### src/rtl/bitty_fetch_unit_if.sv
// Instruction-memory and core-side bus of the bitty fetch unit.
// The master side is the fetch unit; the slave side is the memory and the core.
interface bitty_fetch_unit_if #(
  parameter int ADDR_W = 8
) ();
  // instruction memory read channel
  logic              mem_req;
  logic [ADDR_W-1:0] mem_addr;
  logic              mem_ack;
  logic [15:0]       mem_rdata;
  // core execution channel
  logic [15:0]       d_instr;
  logic              run;
  logic              done;
  logic [15:0]       d_out;

  modport master (
    output mem_req, mem_addr, d_instr, run,
    input  mem_ack, mem_rdata, done, d_out
  );

  modport slave (
    input  mem_req, mem_addr, d_instr, run,
    output mem_ack, mem_rdata, done, d_out
  );
endinterface

### src/rtl/bitty_fetch_unit.sv
// Instruction sequencer for the bitty core: owns the PC, fetches 16-bit words
// over a req/ack handshake, resolves branch and halt words locally and hands
// every other word to the core with run held until done.
module bitty_fetch_unit #(
  parameter int          ADDR_W       = 8,
  parameter int unsigned START_ADDR   = 0,
  parameter int          EXEC_TIMEOUT = 255
) (
  input  logic               clk,
  input  logic               reset,
  input  logic               start,
  input  logic               halt_req,
  bitty_fetch_unit_if.master bus,
  output logic [ADDR_W-1:0]  pc,
  output logic               busy,
  output logic               halted,
  output logic               error
);

  localparam logic [ADDR_W-1:0] START_PC = ADDR_W'(START_ADDR);
  localparam int                CNT_W    = (EXEC_TIMEOUT < 2) ? 1 : $clog2(EXEC_TIMEOUT + 1);
  // counter value on which the timeout becomes visible, and the one before it
  localparam logic [CNT_W-1:0]  CNT_LAST = CNT_W'(EXEC_TIMEOUT);
  localparam logic [CNT_W-1:0]  CNT_ARM  = CNT_W'(EXEC_TIMEOUT - 1);

  typedef enum logic [2:0] {
    S_IDLE   = 3'd0,
    S_FETCH  = 3'd1,
    S_EXEC   = 3'd2,
    S_BRANCH = 3'd3,
    S_HALT   = 3'd4
  } state_e;

  state_e            state_q, state_d;
  logic [ADDR_W-1:0] pc_q, pc_d;
  logic [15:0]       instr_q, instr_d;
  logic [15:0]       last_result_q, last_result_d;
  logic              error_q, error_d;
  logic              halt_pending_q, halt_pending_d;
  logic [CNT_W-1:0]  cnt_q, cnt_d;

  logic ack_s;
  logic retire_s;
  logic timeout_s;
  logic stop_s;
  logic start_ok_s;
  logic busy_s;

  // Branch condition on the last core result, read as a signed 16-bit value.
  function automatic logic branch_taken(input logic [1:0] cond, input logic [15:0] val);
    logic taken;
    case (cond)
      2'b00:   taken = (val == 16'h0000);
      2'b01:   taken = ($signed(val) > 16'sd0);
      2'b10:   taken = ($signed(val) < 16'sd0);
      2'b11:   taken = 1'b1;
      default: taken = 1'b0;
    endcase
    return taken;
  endfunction

  // Branch target field [11:4], zero-extended or truncated to the PC width.
  function automatic logic [ADDR_W-1:0] branch_target(input logic [15:0] instr);
    logic [31:0] wide;
    wide = {24'h000000, instr[11:4]};
    return wide[ADDR_W-1:0];
  endfunction

  // Events of the current cycle that both next-state and datapath logic use.
  always_comb begin
    busy_s     = (state_q == S_FETCH) || (state_q == S_EXEC) || (state_q == S_BRANCH);
    ack_s      = (state_q == S_FETCH) && bus.mem_ack;
    // once the counter hits the limit the timeout wins over a late done
    timeout_s  = (state_q == S_EXEC) && (cnt_q == CNT_LAST);
    retire_s   = (state_q == S_EXEC) && (cnt_q != CNT_LAST) && bus.done;
    // a halt request in the same cycle as the boundary still stops there
    stop_s     = halt_pending_q || halt_req;
    start_ok_s = start && ((state_q == S_IDLE) || (state_q == S_HALT));
  end

  // State and datapath registers.
  always_ff @(posedge clk or posedge reset) begin
    if (reset) begin
      state_q        <= S_IDLE;
      pc_q           <= START_PC;
      instr_q        <= 16'h0000;
      last_result_q  <= 16'h0000;
      error_q        <= 1'b0;
      halt_pending_q <= 1'b0;
      cnt_q          <= {CNT_W{1'b0}};
    end else begin
      state_q        <= state_d;
      pc_q           <= pc_d;
      instr_q        <= instr_d;
      last_result_q  <= last_result_d;
      error_q        <= error_d;
      halt_pending_q <= halt_pending_d;
      cnt_q          <= cnt_d;
    end
  end

  // Next-state decode.
  always_comb begin
    state_d = state_q;
    case (state_q)
      S_IDLE: begin
        if (start) state_d = S_FETCH;
        else       state_d = S_IDLE;
      end
      S_FETCH: begin
        if (!ack_s)                          state_d = S_FETCH;
        else if (bus.mem_rdata == 16'hFFFF)  state_d = S_HALT;
        else if (bus.mem_rdata[1:0] == 2'b10) state_d = S_BRANCH;
        else                                 state_d = S_EXEC;
      end
      S_EXEC: begin
        if (timeout_s)     state_d = S_HALT;
        else if (retire_s) state_d = stop_s ? S_HALT : S_FETCH;
        else               state_d = S_EXEC;
      end
      S_BRANCH: begin
        state_d = stop_s ? S_HALT : S_FETCH;
      end
      S_HALT: begin
        if (start) state_d = S_FETCH;
        else       state_d = S_HALT;
      end
      default: state_d = S_IDLE;
    endcase
  end

  // Datapath updates: PC, instruction, last result, error, halt request, counter.
  always_comb begin
    pc_d           = pc_q;
    instr_d        = instr_q;
    last_result_d  = last_result_q;
    error_d        = error_q;
    halt_pending_d = halt_pending_q;
    cnt_d          = {CNT_W{1'b0}};

    if (start_ok_s) begin
      pc_d    = START_PC;
      error_d = 1'b0;
    end else if (retire_s) begin
      pc_d = pc_q + 1'b1;
    end else if (state_q == S_BRANCH) begin
      pc_d = branch_taken(instr_q[3:2], last_result_q) ? branch_target(instr_q) : pc_q + 1'b1;
    end else begin
      pc_d = pc_q;
    end

    if (ack_s) instr_d = bus.mem_rdata;
    else       instr_d = instr_q;

    if (start_ok_s && (state_q == S_IDLE)) last_result_d = 16'h0000;
    else if (retire_s)                     last_result_d = bus.d_out;
    else                                   last_result_d = last_result_q;

    // error becomes visible in the cycle the counter reaches the limit
    if ((state_q == S_EXEC) && (cnt_q == CNT_ARM) && !bus.done) error_d = 1'b1;
    else if (start_ok_s)                                        error_d = 1'b0;
    else                                                        error_d = error_q;

    if (start_ok_s)                halt_pending_d = 1'b0;
    else if (state_d == S_HALT)    halt_pending_d = 1'b0;
    else if (busy_s && halt_req)   halt_pending_d = 1'b1;
    else                           halt_pending_d = halt_pending_q;

    if (state_q == S_EXEC) cnt_d = cnt_q + 1'b1;
    else                   cnt_d = {CNT_W{1'b0}};
  end

  // Moore outputs decoded from the registered state.
  always_comb begin
    bus.mem_req  = (state_q == S_FETCH);
    bus.mem_addr = pc_q;
    bus.run      = (state_q == S_EXEC);
    bus.d_instr  = instr_q;
    pc           = pc_q;
    busy         = busy_s;
    halted       = (state_q == S_HALT);
    error        = error_q;
  end

endmodule

### src/flat_wrapper.sv
// flat-port wrapper written by rule: the top's interface ports become plain ports
module bitty_fetch_unit_flat 
#(
  parameter int          ADDR_W       = 8,
  parameter int unsigned START_ADDR   = 0,
  parameter int          EXEC_TIMEOUT = 255
)
  (clk, reset, start, halt_req, pc, busy, halted, error, bus_mem_req, bus_mem_addr, bus_d_instr, bus_run, bus_mem_ack, bus_mem_rdata, bus_done, bus_d_out);
  bitty_fetch_unit_if #(.ADDR_W(ADDR_W)) bus_i ();
  input  logic clk;
  input  logic reset;
  input  logic start;
  input  logic halt_req;
  output logic [ADDR_W-1:0] pc;
  output logic busy;
  output logic halted;
  output logic error;
  output wire logic [$bits(bus_i.mem_req)-1:0] bus_mem_req;
  output wire logic [$bits(bus_i.mem_addr)-1:0] bus_mem_addr;
  output wire logic [$bits(bus_i.d_instr)-1:0] bus_d_instr;
  output wire logic [$bits(bus_i.run)-1:0] bus_run;
  input wire logic [$bits(bus_i.mem_ack)-1:0] bus_mem_ack;
  input wire logic [$bits(bus_i.mem_rdata)-1:0] bus_mem_rdata;
  input wire logic [$bits(bus_i.done)-1:0] bus_done;
  input wire logic [$bits(bus_i.d_out)-1:0] bus_d_out;
  assign bus_mem_req = bus_i.mem_req;
  assign bus_mem_addr = bus_i.mem_addr;
  assign bus_d_instr = bus_i.d_instr;
  assign bus_run = bus_i.run;
  assign bus_i.mem_ack = bus_mem_ack;
  assign bus_i.mem_rdata = bus_mem_rdata;
  assign bus_i.done = bus_done;
  assign bus_i.d_out = bus_d_out;
  bitty_fetch_unit #(.ADDR_W(ADDR_W), .START_ADDR(START_ADDR), .EXEC_TIMEOUT(EXEC_TIMEOUT)) u_core (.clk(clk), .reset(reset), .start(start), .halt_req(halt_req), .bus(bus_i), .pc(pc), .busy(busy), .halted(halted), .error(error));
endmodule
### config.mk
export PLATFORM = sky130hd
export DESIGN_NAME = bitty_fetch_unit_flat
export DESIGN_NICKNAME = d
export VERILOG_FILES = /design/src/rtl/bitty_fetch_unit_if.sv /design/src/rtl/bitty_fetch_unit.sv /design/src/flat_wrapper.sv
export SDC_FILE = /design/constraint.sdc
export NUM_CORES = 1
export LEC_CHECK = 0
export BUFFER_PORTS_ARGS = -buffer_cell sky130_fd_sc_hd__buf_2
export CORE_AREA = 8 8 77 79
export DETAILED_ROUTE_END_ITERATION = 6
export DIE_AREA = 0 0 85 87
export HOLD_SLACK_MARGIN = 0.08
export PLACE_DENSITY_LB_ADDON = 0.15
export SLEW_MARGIN = 30
export SYNTH_ARGS = -nofsm -noshare
export SYNTH_HDL_FRONTEND = slang
export SYNTH_SLANG_ARGS = --single-unit
### constraint.sdc
create_clock -name clk -period 6.6 [get_ports clk]
set_input_delay 1.32 -clock clk [delete_from_list [all_inputs] [get_ports clk]]
set_output_delay 1.32 -clock clk [all_outputs]
set_load 0.02 [all_outputs]
==> results_dict.tcl, run 1 <==
set metrics [dict create \
    die_w_microns 85 \
    hold_viol 0 \
    power_frac_seq 0.399 \
    num_vias 1923 \
    dr.pass1.iters 4 \
    rsz0062_at_grt "false" \
    fin_skew_ns 0.00791 \
    core.rowCount 26 \
    path_buf_inv 2 \
    timing.slew.headroom 0.418 \
    area_growth_syn_to_layout_pct 16.8 \
    synth.area.mux_share 0.0714 \
    ys_seq_elements 53 \
    h-tree-depth 2 \
    synth_cell_types 44 \
    maxSlewViolCount 0 \
    syn_avg_cell_area_sq_um 11.3 \
    num_antenna_cells 0 \
    die_h_microns 87 \
    initial_core_util 0.517 \
    min_period_ns 2.93 \
    p_sw_mw 0.606 \
    tns_ns 0 \
    core_sq_mm 0.00485 \
    p_leak_nw 1.42 \
    setup_viol 0 \
    timing.rr.start "u_core.state_q[1]" \
    switching_share 0.424 \
    avgRoutedWirePerCell_microns 16.5 \
    clock-sinks 53 \
    worstPathMaxFanout 11 \
    yosys-top-cells-area "dfrtp_1 53%, mux2_2 6.7%, a22o_1 5.6%, a221o_1 2.8%, buf_4 2.4%" \
    fmax_mhz 341 \
    io_pins 75 \
    worstMarginPinSlew_ns 0.873 \
    worstPathRequired_ns 5.28 \
    yosysMostFrequentCell "dfrtp_1" \
    dieArea_sq_mm 0.00740 \
    cpLargestDelayFamily "simple AND/OR/NAND/NOR gates" \
    synth_compound_area_frac 0.152 \
    pwr-share-comb 0.473 \
    drtAntennaViolNets 0 \
    yosysSeqAreaShare 0.529 \
    via_per_inst 5.64 \
    synth_area_sq_mm 0.00250 \
    grt_pass1_wl_mm 9.06 \
    grt_max_degree 54 \
    grt_usage 0.155 \
    cts_hold_buffers 0 \
    critPathSlowestCell "dfrtp_1" \
    slowest_delay_ns 0.44 \
    setup.worst_path.start "u_core.state_q[2]" \
    cts_buffer_depth 2 \
    overflow 0 \
    clock_latency_ns 0.31 \
    power.density_mw_per_mm2 488 \
    numCtsBuffers 5 \
    synth_edf_count 0 \
    vdd_drop_max_v 0.000220 \
    fillerInstances 426 \
    synth_top_area_share 0.529 \
    period_share 0.445 \
    syn_nets 262 \
    p_int_mw 0.821 \
    synth_commonest_cells "53 x dfrtp_1, 16 x a22o_1, 16 x nand2_1" \
    cap_violations 0 \
    final_util 0.604 \
    cts_resized 0 \
    p_clk_frac 0.128 \
    status "finished clean" \
    portBuffers 74 \
    start_kind "register" \
    yosysTopAreaCell "dfrtp_1" \
    cp_cell_sequence "nor2b_1 > nand2b_1 > inv_1 > buf_2" \
    yosysWarnings 0 \
    drive_gt1_frac 0.372 \
    antenna_found_initial 0 \
    root_buffer "clkbuf_8" \
    layout.nets 326 \
    gp_congestion 0.796 \
    synthArstFlopShare 1.00 \
    clk_pin_slew_worst_paths_ns 0.09 \
    crit_path_end_kind "output port" \
    path_class "register to output port" \
    min_from "u_core.last_result_q[2]" \
    drt_iter0_markers 56 \
    yosys.area_share.simple 0.161 \
    synth-main-ff-cell "dfrtp_1" \
    hold_class "register to register" \
    cts_setup_buffers 0 \
    syn_inst 221 \
    grt_pass1_vias 1887 \
    synth_xor_area_frac 0.0140 \
    postRouteWirelength_mm 5.63 \
    hpwl_mm 4.15 \
    synthAdderAreaFrac 0.0150 \
    synth_top_family_by_area "simple AND/OR/NAND/NOR gates" \
    drc_errors 0 \
    cts_tree "done" \
    cp.arrival_ns 1.61 \
]
-- cell families after synthesis --
kind of cell,count (synthesis)
fa+ha+maj,3
mux,16
xor+xnor,4
buf+inv,25
compound gates,48
simple gates,72
flops,53
-- routing by layer --
layer | share of wire | vias to the layer above | track usage
met5 | 0 | - | 0
met4 | 0.015 | 0 | 0.0647
met3 | 0.065 | 7 | 0.0538
met2 | 0.49 | 57 | 0.253
met1 | 0.43 | 927 | 0.180
li1 | - | 932 | -
-- sequential cells by signal, indices dropped and copies added, names as in the netlist --
signal and cells:
u_core.last_result_q 16, u_core.state_q 3, u_core.halt_pending_q 1, u_core.error 1, u_core.cnt_q 8, u_core.bus.d_instr 16
u_core.bus.mem_addr 8
-- final cells by class --
class	count	area, sq um	share of cell area
Tap cell	56	70.1	0.0239
Timing Repair Buffer	75	378	0.129
Multi-Input combinational cell	143	1040	0.354
Sequential cell	53	1330	0.453
Clock buffer	7	86.3	0.0295
Inverter	7	28.8	0.00983
-- per-stage QoR --
step	setup WS (ns)	cell area, sq um	power (mW)	instances	hold slack (ns)
2_1_floorplan	3.99	2500	1.10	221	0.466
4_1_cts	3.65	2920	1.44	341	0.510
6_report	3.67	2930	1.43	341	0.506
3_3_place_gp	3.54	2840	1.24	334	0.484
5_1_grt	3.46	2930	1.53	341	0.525
3_5_place_dp	3.50	2840	1.25	334	0.485
-- layout by cell type, fill, tap and decap left out, types with 2 or more instances in the layout --
| cell type | n |
|---|---|
| nand2b_1 | 2 |
| clkbuf_8 | 6 |
| a211oi_1 | 4 |
| o31ai_1 | 2 |
| and2_1 | 3 |
| nand4_1 | 5 |
| nor3_1 | 3 |
| nor4_1 | 4 |
| a21oi_1 | 3 |
| nor2_1 | 11 |
| dfrtp_1 | 53 |
| inv_1 | 6 |
| or3_1 | 4 |
| nand2_1 | 16 |
| ha_1 | 3 |
| o21ai_0 | 7 |
| a221o_1 | 7 |
| a22o_1 | 16 |
| nand3_1 | 6 |
| nor2b_1 | 3 |
| xor2_1 | 3 |
| nor3b_1 | 3 |
| o211ai_1 | 2 |
| and3_1 | 2 |
| mux2_2 | 15 |
| or2_2 | 4 |
| buf_2 | 74 |
-- final timing paths --
kind / to / slack [ns] / cells after the start
max: bus_run / 3.67 / 4
min: u_core.last_result_q[2] / 0.51 / 1
max reg2reg: u_core.bus.mem_addr[5] / 3.97 / 7
min reg2reg: u_core.last_result_q[2] / 0.51 / 1
max in group asynchronous: u_core.last_result_q[14] / 5.06 / 2
min in group asynchronous: u_core.cnt_q[6] / 1.09 / 2
-- power by group through the flow --
stage / Sequential, mW / Clock, mW / Combinational [mW]
after global placement: 0.574 / 0 / 0.667
final: 0.569 / 0.183 / 0.675
after floorplan: 0.636 / 0 / 0.461
after CTS: 0.571 / 0.187 / 0.678
after detailed placement: 0.575 / 0 / 0.678
after global routing: 0.590 / 0.200 / 0.739
No activity file was read; power rests on OpenSTA's default activity.
==> run 2: changes to the inputs <==
--- a/config.mk
+++ b/config.mk
@@ -6,9 +6,9 @@
 export NUM_CORES = 1
 export LEC_CHECK = 0
 export BUFFER_PORTS_ARGS = -buffer_cell sky130_fd_sc_hd__buf_2
-export CORE_AREA = 8 8 77 79
+export CORE_AREA = 8 8 80 82
 export DETAILED_ROUTE_END_ITERATION = 6
-export DIE_AREA = 0 0 85 87
+export DIE_AREA = 0 0 88 90
 export HOLD_SLACK_MARGIN = 0.08
 export PLACE_DENSITY_LB_ADDON = 0.15
 export SLEW_MARGIN = 30
==> constraint.sdc (replaced) <==
create_clock -name clk -period 2.76 [get_ports clk]
set_input_delay 0.552 -clock clk [delete_from_list [all_inputs] [get_ports clk]]
set_output_delay 0.552 -clock clk [all_outputs]
set_load 0.02 [all_outputs]
==> run 2 against run 1 <==
Against the previous run: global-route usage down 0.40 points; largest cell class unchanged; register-to-register slack worse by 3.6 ns; cell count up 6.2%; critical path depth up 3; sequential cell count unchanged.
==> results_dict.tcl, run 2 (same netlist as run 1, synthesis figures left out) <==
set metrics [dict create \
    tns_ns 0 \
    rsz0062_at_grt "false" \
    avgRoutedWirePerCell_microns 16.0 \
    cts_setup_buffers 0 \
    period_share 0.872 \
    cts_tree "done" \
    worstMarginPinSlew_ns 0.654 \
    power.density_mw_per_mm2 1170 \
    hold_viol 0 \
    num_antenna_cells 0 \
    dr.pass1.iters 4 \
    antenna_found_initial 0 \
    drtAntennaViolNets 0 \
    start_kind "register" \
    cts_buffer_depth 2 \
    grt_max_degree 54 \
    status "finished clean" \
    worst_slack_ns 0.353 \
    cts_hold_buffers 0 \
    num_vias 1972 \
    p_leak_nw 1.43 \
    power_mw 3.47 \
    grt_usage 0.151 \
    grt_pass1_vias 1949 \
    root_buffer "clkbuf_8" \
    p_int_mw 1.98 \
    die_h_microns 90 \
    cts_resized 0 \
    layout_commonest_cell "buf_2" \
    core_sq_mm 0.00524 \
    portBuffers 74 \
    dp_cells 354 \
    min_period_ns 2.41 \
    die_w_microns 88 \
    setup_viol 0 \
    switching_share 0.428 \
    numCtsBuffers 5 \
    p_sw_mw 1.49 \
    cp.arrival_ns 2.65 \
    maxSlewViolCount 0 \
    io_pins 75 \
    crit_path_end_kind "register" \
    clock-sinks 53 \
    worstPathRequired_ns 3.01 \
    via_per_inst 5.45 \
    pwr-share-comb 0.480 \
    drt_iter0_markers 61 \
    postRouteWirelength_mm 5.79 \
    clock_latency_ns 0.31 \
    layout.nets 330 \
    vdd_drop_max_v 0.000621 \
    drc_errors 0 \
    fin_skew_ns 0.0114 \
    worstPathMaxFanout 18 \
    hpwl_mm 4.37 \
    dp_worst_setup_slack_ns 0.352 \
    grt_pass1_wl_mm 9.64 \
    overflow 0 \
    core.rowCount 27 \
    cap_violations 0 \
    drive_gt1_frac 0.383 \
    fmax_mhz 416 \
    initial_core_util 0.478 \
    fin_cells 362 \
    h-tree-depth 2 \
    p_clk_frac 0.126 \
    clk_pin_slew_worst_paths_ns 0.10 \
    area_growth_syn_to_layout_pct 18.8 \
    gp_congestion 0.802 \
    dieArea_sq_mm 0.00792 \
    power_frac_seq 0.394 \
    fillerInstances 460 \
    hold_class "input port to asynchronous set/reset pin" \
    path_class "register to register" \
    layout_common_cells "74 x buf_2, 53 x dfrtp_1, 16 x nand2_1, 16 x a22o_1, 15 x mux2_2" \
    timing.slew.headroom 0.564 \
]
run 2: routing by layer:
layer,vias up,track usage,share of wire
li1,947,-,-
met1,948,0.205,0.44
met2,73,0.233,0.47
met3,4,0.0337,0.080
met4,0,0.0387,0.0050
met5,-,0,0
run 2: final timing paths:
path	start	end	slack [ns]	cells past startpoint
worst max-delay path	u_core.cnt_q[0]	u_core.bus.mem_addr[0]	0.35	7
worst min-delay path	reset	u_core.last_result_q[11]	0.40	3
worst max register to register	u_core.cnt_q[0]	u_core.bus.mem_addr[0]	0.35	7
worst min register to register	u_core.error	u_core.error	0.49	2
max in group asynchronous	reset	u_core.bus.mem_addr[2]	1.92	3
min in group clk	bus_d_out[10]	u_core.last_result_q[10]	0.46	2
run 2: power by group through the flow:
stage	logic (mW)	clock network (mW)	registers, mW
finish	1.67	0.437	1.37
CTS	1.68	0.449	1.37
global placement	1.66	0	1.37
floorplan	1.10	0	1.52
global route	1.82	0.476	1.42
detailed placement	1.68	0	1.38
run 2: worst max-delay path, cell delays in order, from the launching register on:
cell and delay [ns]:
dfrtp_1 0.43, ha_1 0.23, nand3_2 0.15, o21a_1 0.23, and2_4 0.21, nor4_4 0.44, nor2b_1 0.44, a221o_1 0.23
run 2: layout make-up:
class / count / area [sq um] / share of cell area
clock buffers: 6 / 72.6 / 0.0244
flip-flops and latches: 53 / 1330 / 0.446
repair buffers: 79 / 408 / 0.137
multi-input cells: 143 / 1040 / 0.349
well taps: 72 / 90.1 / 0.0303
inverters: 7 / 26.3 / 0.00883
clock inverters: 2 / 15.0 / 0.00505
run 2: metrics by stage:
stage / utilization / area (sq um) / hold slack (ns)
2_1_floorplan: - / 2500 / 0.466
3_3_place_gp: 0.551 / 2890 / 0.464
3_5_place_dp: 0.551 / 2890 / 0.473
4_1_cts: 0.568 / 2970 / 0.433
5_1_grt: 0.568 / 2980 / 0.448
6_report: 0.568 / 2980 / 0.402
==> run 3: changes to the inputs <==
==> constraint.sdc (replaced) <==
create_clock -name clk -period 2.6 [get_ports clk]
set_input_delay 0.52 -clock clk [delete_from_list [all_inputs] [get_ports clk]]
set_output_delay 0.52 -clock clk [all_outputs]
set_load 0.02 [all_outputs]
==> run 3 against run 2 <==
Against the previous run: sequential share of layout area decreased by 0.95 points; sequential power increased by 6%; clock power increased by 51%; power increased by 13%; routed wire length increased by 0.98%; register-to-register slack got worse by 0.099 ns; non-clock buffer count increased by 2; global-route usage increased by 0.53 points; combinational power increased by 8%; die area unchanged; critical endpoint is now u_core.bus.mem_addr[3].
==> results_dict.tcl, run 3 (same netlist as run 1, synthesis figures left out) <==
set metrics [dict create \
    dp_worst_setup_slack_ns 0.239 \
    power_mw 3.92 \
    cts_tree "done" \
    avgRoutedWirePerCell_microns 16.1 \
    worstPathRequired_ns 2.84 \
    period_share 0.902 \
    rsz0062_at_grt "false" \
    grt_max_degree 30 \
    h-tree-depth 2 \
    dieArea_sq_mm 0.00792 \
    met1_usage 0.211 \
    overflow 0 \
    layout.nets 332 \
    drc_errors 0 \
    whs_ns 0.272 \
    fmax_mhz 426 \
    portBuffers 74 \
    cpLargestDelayFamily "simple AND/OR/NAND/NOR gates" \
    timing.slew.headroom 0.559 \
    layout_commonest_cell "buf_2" \
    drtAntennaViolNets 0 \
    crit_path_end_kind "register" \
    vdd_drop_max_v 0.000685 \
    status "finished clean" \
    grt_pass1_wl_mm 9.89 \
    grt_usage 0.156 \
    clk_pin_slew_worst_paths_ns 0.10 \
    hold_viol 0 \
    worst_slack_ns 0.254 \
    postRouteWirelength_mm 5.85 \
    cts_setup_buffers 0 \
    die_w_microns 88 \
    cp.arrival_ns 2.59 \
    antenna_found_initial 0 \
    final_util 0.581 \
    num_vias 1972 \
    core_sq_mm 0.00524 \
    dr.pass1.iters 4 \
    min_period_ns 2.35 \
    die_h_microns 90 \
    root_buffer "clkbuf_8" \
    maxSlewViolCount 0 \
    fin_cells 364 \
    path_class "register to register" \
    tns_ns 0 \
    fin_area_sq_mm 0.00304 \
    cts_buffer_depth 2 \
    layout_common_cells "74 x buf_2, 53 x dfrtp_1, 16 x nand2_1, 16 x a22o_1, 15 x mux2_2" \
    clock_latency_ns 0.30 \
    worstPathMaxFanout 18 \
    top_usage_layer "met2" \
    core.rowCount 27 \
    hold_class "input port to asynchronous set/reset pin" \
    place_area_sq_mm 0.00290 \
    cap_violations 0 \
    cts_hold_buffers 0 \
    fin_skew_ns 0.00605 \
    drt_iter0_markers 52 \
    use_met2 0.240 \
    setup_viol 0 \
    hpwl_mm 4.49 \
    worstMarginPinSlew_ns 0.661 \
    gp_congestion 0.763 \
    grtUsageMet3 0.0382 \
    io_pins 75 \
    area_growth_syn_to_layout_pct 21.4 \
    p_leak_nw 1.47 \
    numCtsBuffers 5 \
    cts_resized 0 \
    power.density_mw_per_mm2 1290 \
    path_buf_inv 0 \
    start_kind "register" \
    critPathSlowestCell "nor2b_1" \
    initial_core_util 0.478 \
    drive_gt1_frac 0.390 \
    clock-sinks 53 \
    slowest_delay_ns 0.45 \
    dp_cells 356 \
    via_per_inst 5.42 \
    num_antenna_cells 0 \
    grt_pass1_vias 2003 \
    cp_cell_sequence "ha_1 > nand3_2 > o21a_1 > and2_4 > nor4_4 > nor2b_1 > a221o_1" \
]
==> run 3: changes by cell type in the layout (fill, tap and decap cells not counted) <==
cell / change
buf_4: +2
bufinv_16: +2
clkbuf_1: -1
clkinvlp_4: -2
inv_6: +1
==> run 3: per-layer routing <==
| layer | wire [microns] | up-vias |
|---|---|---|
| li1 | - | 948 |
| met1 | 2700 | 960 |
| met2 | 2730 | 60 |
| met3 | 367 | 4 |
| met4 | 44 | 0 |
| met5 | 0 | - |
==> run 3: worst paths after layout <==
kind	from	to	slack [ns]	depth (start not counted)
worst max-delay path	u_core.cnt_q[0]	u_core.bus.mem_addr[3]	0.25	7
worst min-delay path	reset	u_core.last_result_q[11]	0.27	2
worst max register to register	u_core.cnt_q[0]	u_core.bus.mem_addr[3]	0.25	7
worst min register to register	u_core.error	u_core.error	0.48	2
max in group asynchronous	reset	u_core.bus.d_instr[5]	1.71	3
min in group clk	bus_d_out[10]	u_core.last_result_q[10]	0.43	2
==> run 3: worst reg2reg max path, cell delays in order (launching register included) <==
cell	delay, ns
dfrtp_1	0.44
ha_1	0.22
nand3_2	0.14
o21a_1	0.22
and2_4	0.21
nor4_4	0.38
nor2b_1	0.45
a221o_1	0.23
==> run 3: area by class of cell <==
cell class	count	area, sq um
clock inverters	3	68.8
flip-flops and latches	53	1330
clock buffers	5	68.8
inverters	7	26.3
well taps	72	90.1
fillers	452	2200
multi-input cells	143	1040
repair buffers	81	423
==> run 3: power breakdown <==
| group | total [mW] | internal (mW) | switching [mW] |
|---|---|---|---|
| clock network | 0.661 | 0.388 | 0.273 |
| logic | 1.81 | 0.784 | 1.02 |
| registers | 1.45 | 1.16 | 0.289 |
| total | 3.92 | 2.34 | 1.59 |
